[config.mk]
export PLATFORM = sky130hd
export DESIGN_NAME = divider_controller_flat
export DESIGN_NICKNAME = d
export VERILOG_FILES = /design/src/rtl/divider_controller_if.sv /design/src/rtl/divider_controller.sv /design/src/flat_wrapper.sv
export SDC_FILE = /design/constraint.sdc
export NUM_CORES = 1
export LEC_CHECK = 0
export ABC_AREA = 1
export CAP_MARGIN = 20
export CORE_ASPECT_RATIO = 1.25
export CORE_UTILIZATION = 35
export CTS_BUF_LIST = sky130_fd_sc_hd__clkbuf_8 sky130_fd_sc_hd__clkbuf_16
export DETAILED_ROUTE_END_ITERATION = 10
export PLACE_DENSITY = 0.72
export SLEW_MARGIN = 25
export SYNTH_ARGS = -nofsm -noshare
export SYNTH_HDL_FRONTEND = slang
export SYNTH_SLANG_ARGS = --single-unit
[constraint.sdc]
create_clock -name sys_clk_i -period 1.53 [get_ports sys_clk_i]
set_clock_uncertainty 0.05 [all_clocks]
set_input_delay 0.153 -clock sys_clk_i [delete_from_list [all_inputs] [get_ports sys_clk_i]]
set_output_delay 0.153 -clock sys_clk_i [all_outputs]
set_load 0.01 [all_outputs]
[src/rtl/divider_controller_if.sv]
// divider_controller_if: host/config and counter-side signals of the divider controller
// Ports (signals):
//    cfg_valid/cfg_ready/cfg_target/cfg_repeats/cfg_error : configuration handshake
//    run_start/run_stop/run_hold/run_busy/run_done        : run control and status
//    ctr_enable/ctr_reset/ctr_target/ctr_completed        : 16-bit counter stage hookup
//    div_pulse/period_count                               : divider output and progress
// Modports: master = host + counter side, slave = controller.
interface divider_controller_if #(
   parameter int WIDTH        = 16,
   parameter int REPEAT_WIDTH = 8
);
   logic                    cfg_valid;
   logic                    cfg_ready;
   logic [WIDTH-1:0]        cfg_target;
   logic [REPEAT_WIDTH-1:0] cfg_repeats;
   logic                    cfg_error;
   logic                    run_start;
   logic                    run_stop;
   logic                    run_hold;
   logic                    ctr_enable;
   logic                    ctr_reset;
   logic [WIDTH-1:0]        ctr_target;
   logic                    ctr_completed;
   logic                    div_pulse;
   logic                    run_busy;
   logic                    run_done;
   logic [REPEAT_WIDTH-1:0] period_count;

   modport master (
      output cfg_valid, cfg_target, cfg_repeats, run_start, run_stop, run_hold, ctr_completed,
      input  cfg_ready, cfg_error, ctr_enable, ctr_reset, ctr_target, div_pulse, run_busy,
             run_done, period_count
   );

   modport slave (
      input  cfg_valid, cfg_target, cfg_repeats, run_start, run_stop, run_hold, ctr_completed,
      output cfg_ready, cfg_error, ctr_enable, ctr_reset, ctr_target, div_pulse, run_busy,
             run_done, period_count
   );
endinterface

[src/rtl/divider_controller.sv]
// divider_controller: sequences one 16-bit counter stage to emit a divider pulse per period
// Ports:
//    sys_clk_i     : clock, rising edge
//    sys_reset_n_i : asynchronous active-low reset
//    bus           : divider_controller_if.slave (config handshake, run control, counter hookup)
module divider_controller #(
   parameter int WIDTH        = 16,
   parameter int REPEAT_WIDTH = 8
) (
   input logic                 sys_clk_i,
   input logic                 sys_reset_n_i,
   divider_controller_if.slave bus
);
   typedef enum logic {IDLE, COUNT} state_t;

   state_t                  state_q, state_d;
   logic [WIDTH-1:0]        tgt_q, tgt_d;
   logic [REPEAT_WIDTH-1:0] rep_q, rep_d;
   logic [REPEAT_WIDTH-1:0] pc_q, pc_d;
   logic                    loaded_q, loaded_d;
   logic                    done_q, done_d;
   logic                    err_q, err_d;
   logic                    ready, busy, en, clr, pulse;
   logic                    wrap;

   // stop beats a simultaneous completion
   assign wrap = bus.ctr_completed & ~bus.run_stop;

   always_ff @(posedge sys_clk_i or negedge sys_reset_n_i) begin
      if (!sys_reset_n_i) begin
         state_q  <= IDLE;
         tgt_q    <= '0;
         rep_q    <= '0;
         pc_q     <= '0;
         loaded_q <= 1'b0;
         done_q   <= 1'b0;
         err_q    <= 1'b0;
      end else begin
         state_q  <= state_d;
         tgt_q    <= tgt_d;
         rep_q    <= rep_d;
         pc_q     <= pc_d;
         loaded_q <= loaded_d;
         done_q   <= done_d;
         err_q    <= err_d;
      end
   end

   always_comb begin
      state_d  = state_q;
      tgt_d    = tgt_q;
      rep_d    = rep_q;
      pc_d     = pc_q;
      loaded_d = loaded_q;
      done_d   = 1'b0;
      err_d    = 1'b0;
      ready    = 1'b0;
      busy     = 1'b0;
      en       = 1'b0;
      clr      = 1'b1;
      pulse    = 1'b0;
      if (state_q == IDLE) begin
         ready = 1'b1;
         // a config accepted alongside run_start applies to that run, so the start test uses loaded_d
         if (bus.cfg_valid) begin
            if (bus.cfg_target != '0) begin
               tgt_d    = bus.cfg_target;
               rep_d    = bus.cfg_repeats;
               loaded_d = 1'b1;
            end else begin
               err_d = 1'b1;
            end
         end
         if (bus.run_start && loaded_d) begin
            state_d = COUNT;
            pc_d    = '0;
         end
      end else begin
         busy  = 1'b1;
         en    = ~bus.run_hold;
         clr   = wrap;
         pulse = wrap;
         if (bus.run_stop) begin
            state_d = IDLE;
         end else if (wrap) begin
            pc_d = pc_q + 1'b1;
            if (rep_q != '0 && pc_d == rep_q) begin
               state_d = IDLE;
               done_d  = 1'b1;
            end
         end
      end
   end

   assign bus.cfg_ready    = ready;
   assign bus.cfg_error    = err_q;
   assign bus.ctr_enable   = en;
   assign bus.ctr_reset    = clr;
   assign bus.ctr_target   = tgt_q;
   assign bus.div_pulse    = pulse;
   assign bus.run_busy     = busy;
   assign bus.run_done     = done_q;
   assign bus.period_count = pc_q;
endmodule

[src/flat_wrapper.sv]
// flat-port wrapper written by rule: the top's interface ports become plain ports
module divider_controller_flat 
#(
   parameter int WIDTH        = 16,
   parameter int REPEAT_WIDTH = 8
)
  (sys_clk_i, sys_reset_n_i, bus_cfg_valid, bus_cfg_target, bus_cfg_repeats, bus_run_start, bus_run_stop, bus_run_hold, bus_ctr_completed, bus_cfg_ready, bus_cfg_error, bus_ctr_enable, bus_ctr_reset, bus_ctr_target, bus_div_pulse, bus_run_busy, bus_run_done, bus_period_count);
  divider_controller_if #(.WIDTH(WIDTH), .REPEAT_WIDTH(REPEAT_WIDTH)) bus_i ();
  input logic sys_clk_i;
  input logic sys_reset_n_i;
  input wire logic [$bits(bus_i.cfg_valid)-1:0] bus_cfg_valid;
  input wire logic [$bits(bus_i.cfg_target)-1:0] bus_cfg_target;
  input wire logic [$bits(bus_i.cfg_repeats)-1:0] bus_cfg_repeats;
  input wire logic [$bits(bus_i.run_start)-1:0] bus_run_start;
  input wire logic [$bits(bus_i.run_stop)-1:0] bus_run_stop;
  input wire logic [$bits(bus_i.run_hold)-1:0] bus_run_hold;
  input wire logic [$bits(bus_i.ctr_completed)-1:0] bus_ctr_completed;
  output wire logic [$bits(bus_i.cfg_ready)-1:0] bus_cfg_ready;
  output wire logic [$bits(bus_i.cfg_error)-1:0] bus_cfg_error;
  output wire logic [$bits(bus_i.ctr_enable)-1:0] bus_ctr_enable;
  output wire logic [$bits(bus_i.ctr_reset)-1:0] bus_ctr_reset;
  output wire logic [$bits(bus_i.ctr_target)-1:0] bus_ctr_target;
  output wire logic [$bits(bus_i.div_pulse)-1:0] bus_div_pulse;
  output wire logic [$bits(bus_i.run_busy)-1:0] bus_run_busy;
  output wire logic [$bits(bus_i.run_done)-1:0] bus_run_done;
  output wire logic [$bits(bus_i.period_count)-1:0] bus_period_count;
  assign bus_i.cfg_valid = bus_cfg_valid;
  assign bus_i.cfg_target = bus_cfg_target;
  assign bus_i.cfg_repeats = bus_cfg_repeats;
  assign bus_i.run_start = bus_run_start;
  assign bus_i.run_stop = bus_run_stop;
  assign bus_i.run_hold = bus_run_hold;
  assign bus_i.ctr_completed = bus_ctr_completed;
  assign bus_cfg_ready = bus_i.cfg_ready;
  assign bus_cfg_error = bus_i.cfg_error;
  assign bus_ctr_enable = bus_i.ctr_enable;
  assign bus_ctr_reset = bus_i.ctr_reset;
  assign bus_ctr_target = bus_i.ctr_target;
  assign bus_div_pulse = bus_i.div_pulse;
  assign bus_run_busy = bus_i.run_busy;
  assign bus_run_done = bus_i.run_done;
  assign bus_period_count = bus_i.period_count;
  divider_controller #(.WIDTH(WIDTH), .REPEAT_WIDTH(REPEAT_WIDTH)) u_core (.sys_clk_i(sys_clk_i), .sys_reset_n_i(sys_reset_n_i), .bus(bus_i));
endmodule
==> summary.md <==
| Metric | Value |
|---|---|
| Outcome | `complete, but fails checks` |
| Failing checks | `setup timing` |
| Total global routing overflow | `0` |
| Share of the synthesized area in the top cell type | `50.17%` |
| First-pass DRT Iterations | `6` |
| Share of layout cells above drive strength 1 | `14.10%` |
| Cell family with most CP delay | `simple AND/OR/NAND/NOR gates` |
| Starting density of the core | `37.14%` |
| Vias/cell | `4.532` |
| Max-cap viol count | `0` |
| Synth unique cells | `21` |
| Slew Limit Fails | `0` |
| Syn_nets | `264` |
| Bufs and invs on worst path | `2` |
| WS Path Type | `reg -> reg` |
| Final ANT Viol Nets | `0` |
| Power density over the cells | `1009 mW/mm^2` |
| Avg Inst Size Synth | `7.739 sq um` |
| Placed cell area | `0.002575 sq mm` |
| Period Utilization, post-route | `102.3%` |
| Clock Path Buffers | `2` |
| Post-layout util | `56.24%` |
| Antenna violations before repair | `0` |
| Via count | `1,686` |
| Row cnt | `28` |
| Ant diodes | `0` |
| Die Y | `82.08 microns` |
| Biggest area consumer among synthesized cells | `dfrtp_1` |
| Yosys warns | `0` |
| Worst setup margin | `-0.03468 ns` |
| First-pass GRT wire length | `6927 microns` |
| Netlist Area Pre-Place | `0.001795 sq mm` |
| Vias in the first global route | `1,636` |
| Async set-or-reset flop fraction in the synthesized netlist | `100.0%` |
| Syn Inst Count | `232` |
| Number of synthesized flops with an enable pin | `0` |
| Post-DP HPWL | `3066 microns` |
| Worst path max stage delay | `0.43 ns` |
| Worst Tran Pin Value | `0.2578 ns` |
| Final Cell Area | `0.002719 sq mm` |
| Synth Flop Type | `dfrtp_1` |
| GRT Total Usage | `16.88%` |
| DRC | `0` |
| Slew HR | `82.79%` |
| # IOs | `62` |
| Filler cells | `462` |
| Endpoints failing hold | `0` |
| CTS H-tree depth | `2` |
| CP max stage cell | `dfrtp_1` |
| Met3 usage | `7.500%` |
| DIE AREA | `0.005422 sq mm` |
| Register area share after synthesis | `50.17%` |
| Critical path's most frequent cell | `nand2_1` |
| Area contributors post-synth | `dfrtp_1 50%, nand2_1 15%, inv_1 7.1%, nand3_1 7.0%, o21ai_0 5.0%` |
| Total design power | `2.744 mW` |
| P&R area growth vs syn | `51.43%` |
| M2 GR Usage | `29.80%` |
| Setup crit start kind | `flop` |
| Hold WC Path Type | `in -> async` |
| Peak VDD IR | `571.5 uV` |
| Hold buffer count at CTS | `0` |
| WP data required | `1.66 ns` |
| Fmax | `639.1 MHz` |
| CTS Root Cell | `clkbuf_8` |
| Placer Congestion | `0.7880` |
| Initial DRC count | `64` |
| Setup violators final | `1` |
| Final #Nets | `344` |
| CP max FO | `6` |
| WL final | `4080 microns` |
| Seq cells post-synth | `36` |
| # port buffers | `61` |
| Clk sink count | `36` |
| Largest net degree at the start of global routing | `37` |
| Met1 usage | `17.87%` |
| P_leak | `1.374 nW` |
| CTS tree | `done` |
| Core area | `0.004835 sq mm` |
| GR peak layer | `met2` |
| Wire length per cell | `10.97 microns` |
| RSZ-0062 raised after global routing | `true` |
| Cell Chain, Critical Path | `buf_6 > nand2_4 > nor2_4 > buf_4 > nand3_1 > nand3_2 > nand2_1 > nand2_1 > nor2_1 > nand2_1 > nand2_1 > nand2_1` |
| Critical path endpoint category | `flop` |
| Crit path time final | `1.565 ns` |
| Crit path arrival time | `1.70 ns` |
| Worst skew pair latency | `0.28 ns` |
| CTS buffer count | `5` |
| Reg clk slew, reported paths | `0.07 ns` |
| Chip Width | `66.06 microns` |
-- sequential cells by signal, indices dropped and copies added (netlist names) --
signal and count:
u_core.bus.run_done 1, u_core.rep_q 8, u_core.state_q 1, u_core.bus.ctr_target 16
u_core.loaded_q 1, u_core.bus.period_count 8, u_core.bus.cfg_error 1
-- per-layer routing --
layer	vias to the layer above	part of all wire [%]	routed length, microns
met3	4	8.3	339
met4	0	0.88	36
met2	49	50	2050
met5	-	0	0
met1	752	41	1654
li1	881	-	-
-- worst paths after layout --
kind                                                  from                    endpoint  slack [ns]  cells past startpoint
worst max register to register  u_core.bus.period_count[1]              u_core.state_q       -0.03                     12
worst min register to register             u_core.loaded_q             u_core.loaded_q        0.42                      2
max in group asynchronous                    sys_reset_n_i  u_core.bus.period_count[2]        1.05                      2
worst min-delay path                         sys_reset_n_i    u_core.bus.ctr_target[7]        0.19                      2
worst max-delay path            u_core.bus.period_count[1]              u_core.state_q       -0.03                     12
min in group sys_clk_i                       bus_cfg_valid        u_core.bus.cfg_error        0.36                      3
-- logic make-up (layout without fill, tap and decap cells) --
kind of cell,after synthesis,after routing,synth area share [%]
and+or+nand+nor,128,128,31.29
buffers and inverters,40,120,9.616
DFF,36,36,50.17
AOI/OAI and AO/OA,26,26,7.735
adders and majority gates,1,1,0.6968
xor gates and xnor gates,1,1,0.4879
-- power by group --
group | switching [mW] | internal, mW
clock | 0.340 | 0.401
combinational | 0.368 | 0.426
sequential | 0.0997 | 1.11
total | 0.807 | 1.94
-- cell usage after synthesis, drive strengths merged, types with 2 or more instances --
cell type and number:
a21oi 5, nand2 75, dfrtp 36, nand3 25, inv 34, buf 5, nor2 21, nand4 5
o21ai 19, o21bai 2
-- stage by stage --
| step | std cells | setup TNS [ns] | setup slack [ns] | hold slack (ns) |
|---|---|---|---|---|
| final | 372 | -0.03468 | -0.03468 | 0.1855 |
| after global routing | 372 | -0.2618 | -0.1525 | 0.1965 |
| after detailed placement | 362 | -3.950 | -0.1894 | 0.4058 |
| after CTS | 371 | -0.03284 | -0.03200 | 0.1902 |
| after global placement | 362 | -2.764 | -0.1624 | 0.3940 |
| after floorplan | 232 | 0 | 0.03284 | -0.1926 |
-- layout make-up --
cell class	count	area (sq um)	area share (%)
clock buffer	7	96.34	3.543
tap	60	75.07	2.761
inverter	34	127.6	4.694
sequential	36	903.4	33.23
multi-input combinational	156	765.7	28.16
timing repair buffer	79	750.7	27.61
-- cells in the final DEF (no fill, tap or decap), types with 7 or more instances in the layout --
master,n
o21ai_0,18
nand2_1,69
nand3_1,22
nor2_1,17
buf_4,16
inv_1,34
dfrtp_1,34
clkbuf_8,7
clkdlybuf4s50_1,52
dlygate4sd2_1,7
-- what timing repair did --
item,CTS,global route
endpoints found under the setup margin,9,21
setup buffers,2,1
gates cloned,0,0
pin swaps,2,1
gates resized for setup,17,4
(Power assumes the default switching activity.)
